<file path="config.mk">
export PLATFORM = sky130hd
export DESIGN_NAME = jamma_input_scanner
export DESIGN_NICKNAME = d
export VERILOG_FILES = /design/src/rtl/jamma_input_scanner.sv
export SDC_FILE = /design/constraint.sdc
export NUM_CORES = 1
export LEC_CHECK = 0
export BUFFER_PORTS_ARGS = -buffer_cell sky130_fd_sc_hd__buf_2
export CAP_MARGIN = 20
export CELL_PAD_IN_SITES_DETAIL_PLACEMENT = 1
export CELL_PAD_IN_SITES_GLOBAL_PLACEMENT = 1
export CORE_MARGIN = 5
export CORE_UTILIZATION = 30
export DETAILED_ROUTE_END_ITERATION = 10
export PLACE_DENSITY = 0.64
export SETUP_SLACK_MARGIN = 0.2
export SKIP_CTS_REPAIR_TIMING = 1
export SYNTH_ARGS = -nofsm -noshare
export SYNTH_HDL_FRONTEND = slang
export SYNTH_SLANG_ARGS = --single-unit
</file>
<file path="constraint.sdc">
create_clock -name CLK -period 4.2 [get_ports CLK]
set_clock_uncertainty 0.1 [all_clocks]
set_input_delay 0.21 -clock CLK [delete_from_list [all_inputs] [get_ports CLK]]
set_output_delay 0.21 -clock CLK [all_outputs]
set_load 0.005 [all_outputs]
</file>
<file path="src/rtl/jamma_input_scanner.sv">
// jamma_input_scanner
// Drives the JAMMA joystick splitter select, samples the shared JJOY bus once
// per player slot after a settle delay, debounces every bit, and turns
// debounced coin presses into fixed-width active-low coin pulses.
//
// Handshake note: this block has no valid/ready interfaces. SCAN_DONE is a
// plain one-cycle strobe, high in the first S_P1_SET cycle after a full
// P1+P2 scan has been applied to JOY1/JOY2.
module jamma_input_scanner #(
   parameter int SETTLE_CYC  = 8,
   parameter int DEB_SAMPLES = 3,
   parameter int COIN_PULSE  = 16
) (
   input  logic       CLK,
   input  logic       RESET,
   input  logic [7:0] JJOY,
   input  logic [1:0] JCOIN,
   input  logic [5:0] KBD_JOY,
   output logic       JSELECT,
   output logic [7:0] JOY1,
   output logic [7:0] JOY2,
   output logic [1:0] COIN_N,
   output logic       SCAN_DONE
);

   typedef enum logic [1:0] {
      S_P1_SET = 2'd0,
      S_P1_SMP = 2'd1,
      S_P2_SET = 2'd2,
      S_P2_SMP = 2'd3
   } state_t;

   localparam logic [7:0]  SETTLE_LAST = 8'(SETTLE_CYC - 1);
   localparam logic [3:0]  DEB_LAST    = 4'(DEB_SAMPLES - 1);
   localparam logic [15:0] PULSE_LAST  = 16'(COIN_PULSE - 1);

   // Scan sequencer state
   state_t      state_q, state_d;
   logic [7:0]  settle_q, settle_d;
   logic        jsel_q, jsel_d;
   logic        done_q, done_d;

   // Player debounce state
   logic [7:0]       raw1, raw2;
   logic [7:0]       joy1_q, joy1_d;
   logic [7:0]       joy2_q, joy2_d;
   logic [7:0][3:0]  cnt1_q, cnt1_d;
   logic [7:0][3:0]  cnt2_q, cnt2_d;

   // Coin synchroniser, debounce and pulse state
   logic [1:0]        coin_s1_q, coin_s1_d;
   logic [1:0]        coin_s2_q, coin_s2_d;
   logic [1:0]        coin_deb_q, coin_deb_d;
   logic [1:0][3:0]   coin_cnt_q, coin_cnt_d;
   logic [1:0]        coin_n_q, coin_n_d;
   logic [1:0][15:0]  pulse_cnt_q, pulse_cnt_d;

   // Next-state for the select/settle/sample sequencer; JSELECT and SCAN_DONE
   // are computed one cycle early so they come straight from flops.
   always_comb begin
      state_d  = state_q;
      settle_d = settle_q;
      jsel_d   = jsel_q;
      done_d   = 1'b0;
      case (state_q)
         S_P1_SET: begin
            if (settle_q == SETTLE_LAST) begin
               settle_d = 8'd0;
               state_d  = S_P1_SMP;
            end else begin
               settle_d = settle_q + 8'd1;
            end
         end
         S_P1_SMP: begin
            state_d = S_P2_SET;
            jsel_d  = 1'b1;
         end
         S_P2_SET: begin
            if (settle_q == SETTLE_LAST) begin
               settle_d = 8'd0;
               state_d  = S_P2_SMP;
            end else begin
               settle_d = settle_q + 8'd1;
            end
         end
         S_P2_SMP: begin
            state_d = S_P1_SET;
            jsel_d  = 1'b0;
            done_d  = 1'b1;
         end
         default: begin
            state_d  = S_P1_SET;
            settle_d = 8'd0;
            jsel_d   = 1'b0;
         end
      endcase
   end

   // Sequencer registers
   always_ff @(posedge CLK or posedge RESET) begin
      if (RESET) begin
         state_q  <= S_P1_SET;
         settle_q <= 8'd0;
         jsel_q   <= 1'b0;
         done_q   <= 1'b0;
      end else begin
         state_q  <= state_d;
         settle_q <= settle_d;
         jsel_q   <= jsel_d;
         done_q   <= done_d;
      end
   end

   // Player debounce: a bit only changes after DEB_SAMPLES consecutive
   // differing samples; any agreeing sample clears its counter.
   always_comb begin
      raw1   = JJOY & {2'b11, KBD_JOY};
      raw2   = JJOY;
      joy1_d = joy1_q;
      joy2_d = joy2_q;
      cnt1_d = cnt1_q;
      cnt2_d = cnt2_q;
      if (state_q == S_P1_SMP) begin
         for (int i = 0; i < 8; i++) begin
            if (raw1[i] == joy1_q[i]) begin
               cnt1_d[i] = 4'd0;
            end else if (cnt1_q[i] == DEB_LAST) begin
               joy1_d[i] = raw1[i];
               cnt1_d[i] = 4'd0;
            end else begin
               cnt1_d[i] = cnt1_q[i] + 4'd1;
            end
         end
      end
      if (state_q == S_P2_SMP) begin
         for (int i = 0; i < 8; i++) begin
            if (raw2[i] == joy2_q[i]) begin
               cnt2_d[i] = 4'd0;
            end else if (cnt2_q[i] == DEB_LAST) begin
               joy2_d[i] = raw2[i];
               cnt2_d[i] = 4'd0;
            end else begin
               cnt2_d[i] = cnt2_q[i] + 4'd1;
            end
         end
      end
   end

   // Player debounce registers
   always_ff @(posedge CLK or posedge RESET) begin
      if (RESET) begin
         joy1_q <= 8'hFF;
         joy2_q <= 8'hFF;
         cnt1_q <= '0;
         cnt2_q <= '0;
      end else begin
         joy1_q <= joy1_d;
         joy2_q <= joy2_d;
         cnt1_q <= cnt1_d;
         cnt2_q <= cnt2_d;
      end
   end

   // Coin path: 2-FF synchroniser every cycle, debounce on the P1 sample slot,
   // and a non-retriggering pulse generator per coin.
   always_comb begin
      coin_s1_d   = JCOIN;
      coin_s2_d   = coin_s1_q;
      coin_deb_d  = coin_deb_q;
      coin_cnt_d  = coin_cnt_q;
      coin_n_d    = coin_n_q;
      pulse_cnt_d = pulse_cnt_q;
      if (state_q == S_P1_SMP) begin
         for (int i = 0; i < 2; i++) begin
            if (coin_s2_q[i] == coin_deb_q[i]) begin
               coin_cnt_d[i] = 4'd0;
            end else if (coin_cnt_q[i] == DEB_LAST) begin
               coin_deb_d[i] = coin_s2_q[i];
               coin_cnt_d[i] = 4'd0;
            end else begin
               coin_cnt_d[i] = coin_cnt_q[i] + 4'd1;
            end
         end
      end
      for (int i = 0; i < 2; i++) begin
         if (!coin_n_q[i]) begin
            // Pulse running: count down, release after the last low cycle.
            if (pulse_cnt_q[i] == 16'd0) begin
               coin_n_d[i] = 1'b1;
            end else begin
               pulse_cnt_d[i] = pulse_cnt_q[i] - 16'd1;
            end
         end else if (coin_deb_q[i] && !coin_deb_d[i]) begin
            // Debounced press edge while idle starts a new pulse.
            coin_n_d[i]    = 1'b0;
            pulse_cnt_d[i] = PULSE_LAST;
         end
      end
   end

   // Coin registers
   always_ff @(posedge CLK or posedge RESET) begin
      if (RESET) begin
         coin_s1_q   <= 2'b11;
         coin_s2_q   <= 2'b11;
         coin_deb_q  <= 2'b11;
         coin_cnt_q  <= '0;
         coin_n_q    <= 2'b11;
         pulse_cnt_q <= '0;
      end else begin
         coin_s1_q   <= coin_s1_d;
         coin_s2_q   <= coin_s2_d;
         coin_deb_q  <= coin_deb_d;
         coin_cnt_q  <= coin_cnt_d;
         coin_n_q    <= coin_n_d;
         pulse_cnt_q <= pulse_cnt_d;
      end
   end

   assign JSELECT   = jsel_q;
   assign JOY1      = joy1_q;
   assign JOY2      = joy2_q;
   assign COIN_N    = coin_n_q;
   assign SCAN_DONE = done_q;

endmodule

</file>
Word-level counts from Yosys, hierarchy flattened --
Cells that the tools add are included.
Cells by class: reductions and logical operators 28, bitwise operators 17, add/subtract/negate cells 21, eq/ne operators 46, muxes and demuxes 59
Operator list (count):
- 2-to-1 mux 4 bit | 36
- 2-to-1 mux 16 bit | 6
- adder 4 x 1 -> 4 bit, second input constant | 18
- == test 4 x 2 -> 1 bit, second input constant | 18
- AND reduction 3 bit | 16
- logical NOT 16 bit | 2
- subtractor 16 x 1 -> 16 bit, second input constant | 2
- == test 1 bit | 18
- NOT 1 bit | 16
- 2-to-1 mux 1 bit | 11
- adder 8 x 1 -> 8 bit, second input constant | 1
- bitwise AND 8 bit | 1
- == test 8 x 3 -> 1 bit, second input constant | 1
- 2-to-1 mux 8 bit | 1
- != test 2 bit, second input constant | 4
- one-hot mux 2 bit (4 select lines) | 1
- 2-to-1 mux 2 bit | 3
- AND reduction 2 bit | 3
- == test 2 bit, second input constant | 2
- != test 2 x 1 -> 1 bit, second input constant | 2
- == test 2 x 1 -> 1 bit, second input constant | 1
- logical AND 1 bit | 2
- logical NOT 1 bit | 2
- logical NOT 2 bit | 1
- other kinds (3) | 3
Storage, ports and cells: logic and storage cells 215, flip-flop bits (word level) 140, input port bits 18

Depth between registers and ports, before layout --
word-level depth 8, depth in mapped cells 8

Worst setup path before layout --
Ideal clock, no wire load.
path kind reg-to-reg, from reg pulse_cnt_q[0] (netlist name), to reg pulse_cnt_q[12] (netlist name), stages on the path, launching flop included 7, library setup time 0.077 ns, slack 1.977 ns, arrival 2.046 ns, required time 4.023 ns, period minus slack after synthesis 2.223 ns, buffers on the path 0, cell sequence dfrtp_1 > inv_1 > ha_1 > or4b_4 > or3_4 > or4b_1 > a21oi_1
On the way: word-level cells in the longest chain between the ends 3, elaborated cells on any way between the ends 6
Ends and longest elaborated chain:
- start: declaration | line 56 | logic [1:0][15:0] pulse_cnt_q, pulse_cnt_d;
- start signal: assignment | line 216 | pulse_cnt_q <= pulse_cnt_d;
- subtractor 16 x 1 -> 16 bit / logical NOT 16 bit (equally long branches) | line 191, 188
- 2-to-1 mux 16 bit / != test 2 bit (equally long branches)
- 2-to-1 mux 16 bit / AND reduction 2 bit (equally long branches)
Several ways; a longest one is shown, not always the timed one. The select of a mux whose other input is x is not followed. A chain may end at the register's enable or synchronous reset.

Worst setup path after layout --
from reg state_q[1], to reg cnt1_q[30] (netlist name)
On the way: word-level cells in the longest chain between the ends 1
Ends and longest elaborated chain:
- start: declaration | line 38 | state_t state_q, state_d;
- start signal: assignment | line 107 | state_q <= state_d;
- == test 2 x 1 -> 1 bit | line 123 | if (state_q == S_P1_SMP) begin
- end signal: assignment | line 159 | cnt1_q <= cnt1_d;
- end: declaration | line 47 | logic [7:0][3:0] cnt1_q, cnt1_d;
No other way between the ends.

==> out/metrics.yaml <==
status: "finished, violations left"
violations: "negative hold slack"
cts.sinks: 140
synth_edf_count: 0
worst_pin_slew_ns: 0.9143
worst_slack_ns: 1.454
ir_worst_vdd_v: 0.0002420
cp.arrival_ns: 3.01
vias_per_cell: 5.040
worst_setup_path_end_kind: "register"
nNetsFinal: 847
clk_path_buf_depth: 2
grt_pass1_wl_mm: 28.56
hold_path_class: "primary input to register"
final_antenna_net_count: 0
power_frac_seq: 0.460
vias: 5690
post-dp-hpwl_mm: 11.08
post-synth-top-area-cell: "dfrtp_1"
cpPeakStageDelay_ns: 0.42
ys_ff_latch: 140
cp_common_cell: "inv_1"
switchingPower_uw: 792.0
routed_wirelength_mm: 16.32
yosys_most_used_dff: "dfrtp_1"
crit_fanout: 26
synth.area.mux_share: 0.06128
htree_levels: 4
clock_latency_ns: 0.43
startpoint_type: "register"
drc_errors: 0
fmax_mhz: 364.1
synth_cell_type_count: 57
fin_tns_setup_ns: 0
setup_viol: 0
sw_frac_of_total: 0.2514
synth-compound-area-share: 0.1570
clk_pin_slew_worst_paths_ns: 0.06
synth_top_family_by_area: "simple AND/OR/NAND/NOR gates"
yosys-top-cells-area: "dfrtp_1 (39%), dfstp_2 (8.4%), ha_1 (7.2%)"
port_buffers: 37
clkPwrFrac: 0.475
cts_tree: "built"
post-route-util: 0.3563
track_usage: 0.1204
internal_power_uw: 2358
power.leakage_uw: 0.004088
pin_count: 38
synth_common_cells: "dfrtp_1 (116), nand2_1 (64), o21ai_0 (52)"
relSlewSlack: 0.3849
rsz0062_at_grt: "false"
pwr-share-comb: 0.065
die_area_um2: 28310
die_w_um: 168.3
yosys.area_share.simple: 0.1905
power_density_nw_per_um2: 355.2
whs_ns: -0.0009574
slew_violations: 0
ys_async_sr_fraction: 1.000
max_cap_violations: 0
crit_path_cell_trace: "inv_1 -> ha_2 -> buf_4 -> inv_1 -> buf_16 -> or3_1 -> nor3b_1 -> a21o_1"
min_period_ns: 2.746
num_rows: 58
crit_required_ns: 4.47
core_um2: 24890
final-hold-violation-count: 1
netlist.area_leader.share: 0.3863
grt_max_degree: 104
cts_buffers: 17
gp_congestion: 0.7390
drt_pass1_iterations: 6
syn_to_final_growth_pct: 18.04
initial_core_util: 0.3018
ys_seq_area_frac: 0.4703
die_h_um: 168.3
crit_type: "register to register"
drive_above_1_share: 0.1752
routedWlPerCell_um: 14.45
post-place-ws_ns: 1.324
synthAdderAreaFrac: 0.07161
synth_xor_xnor_area_share: 0.02098
yosysMostFrequentCell: "dfrtp_1"
antenna_found_initial: 0
syn_inst: 727
cp_top_family: "buffers and inverters"
avgSynthCellArea_um2: 10.33
fillers: 2788
cts_root_buffer: "clkbuf_16"
grt_pass1_vias: 5902
yosys_warnings: 0
grt-ovfl-total: 0
period_share: 0.6539
cp_slowest_cell: "dfrtp_1"
path_buf_inv: 4
synth_area_um2: 7513
antennaDiodeCount: 0
synth_fp_nets: 788
drt-initial-drc-count: 205
-- stage by stage --
| stage | power [uW] | instances | instance area (um2) |
|---|---|---|---|
| 6_report | 3150 | 1129 | 8869 |
| 5_1_grt | 3303 | 1129 | 8869 |
| 4_1_cts | 3190 | 1110 | 8666 |
| 3_5_place_dp | 1670 | 1078 | 8079 |
| 3_3_place_gp | 1663 | 1078 | 8079 |
| 2_1_floorplan | 1599 | 727 | 7517 |
-- cell families after synthesis --
family,after synthesis
buf+inv,56
mux,44
xor+xnor,18
flops,140
compound gates,172
simple gates,254
fa+ha+maj,43
-- worst paths after layout --
kind / start / slack (ns) / cells after the start / endpoint
worst max-delay path: state_q[1]$_DFFE_PP0P_ / 1.45 / 8 / cnt1_q[30]$_DFFE_PP0P_
worst min-delay path: JJOY[0] / -0.001 / 2 / JOY2[0]$_DFFE_PP1P_
worst max register to register: state_q[1]$_DFFE_PP0P_ / 1.45 / 8 / cnt1_q[30]$_DFFE_PP0P_
worst min register to register: coin_s1_q[1]$_DFF_PP1_ / 0.25 / 0 / coin_s2_q[1]$_DFF_PP1_
max in group asynchronous: RESET / 2.56 / 4 / JOY2[0]$_DFFE_PP1P_
min in group asynchronous: RESET / 0.41 / 3 / pulse_cnt_q[30]$_DFFE_PP0P_
-- layer usage --
layer | track usage | vias up | wire length, um
met5 | 0 | - | 0
met4 | 0.03387 | 0 | 203
met3 | 0.03123 | 18 | 504
met2 | 0.1951 | 55 | 7570
met1 | 0.1597 | 2845 | 8037
li1 | - | 2772 | -
-- registers in the layout (all words and copies together) (netlist names) --
name / flops
JSELECT: 1
JOY1: 8
coin_deb_q: 2
SCAN_DONE: 1
coin_s2_q: 2
cnt1_q: 32
JOY2: 8
COIN_N: 2
coin_cnt_q: 8
pulse_cnt_q: 32
settle_q: 8
cnt2_q: 32
coin_s1_q: 2
state_q: 2
-- power by group through the flow --
stage                     logic [uW]  registers, uW  clock network, uW
after floorplan                  138           1460                  0
after global placement           193           1470                  0
after detailed placement         199           1470                  0
after CTS                        200           1450               1540
after global routing             240           1460               1610
final                            205           1450               1500
-- cell usage in the layout (no fill, tap or decap), types with 9 or more instances in the layout --
master	n
dfrtp_1	116
nand2_1	64
o21ai_0	52
ha_1	42
buf_2	38
inv_1	36
nor2_1	32
mux2i_1	28
nor3b_1	26
dfstp_2	24
a21oi_1	24
a21o_1	21
nand3_1	20
o31ai_1	18
clkbuf_16	17
dlygate4sd3_1	17
mux2_2	16
nor3_1	13
xnor2_1	12
o2bb2ai_1	12
or3_1	12
nand3b_1	11
and3_1	11
or4_1	10
nand2b_1	9
-- layout make-up --
type | count | area (um2) | share of cell area
Clock buffer | 19 | 452.9 | 0.05107
Clock inverter | 13 | 133.9 | 0.01510
Timing Repair Buffer | 59 | 422.9 | 0.04769
Tap cell | 330 | 412.9 | 0.04656
Inverter | 37 | 142.6 | 0.01608
Multi-Input combinational cell | 531 | 3770 | 0.4251
Sequential cell | 140 | 3533 | 0.3984
Power figures use the tool's default switching activity.
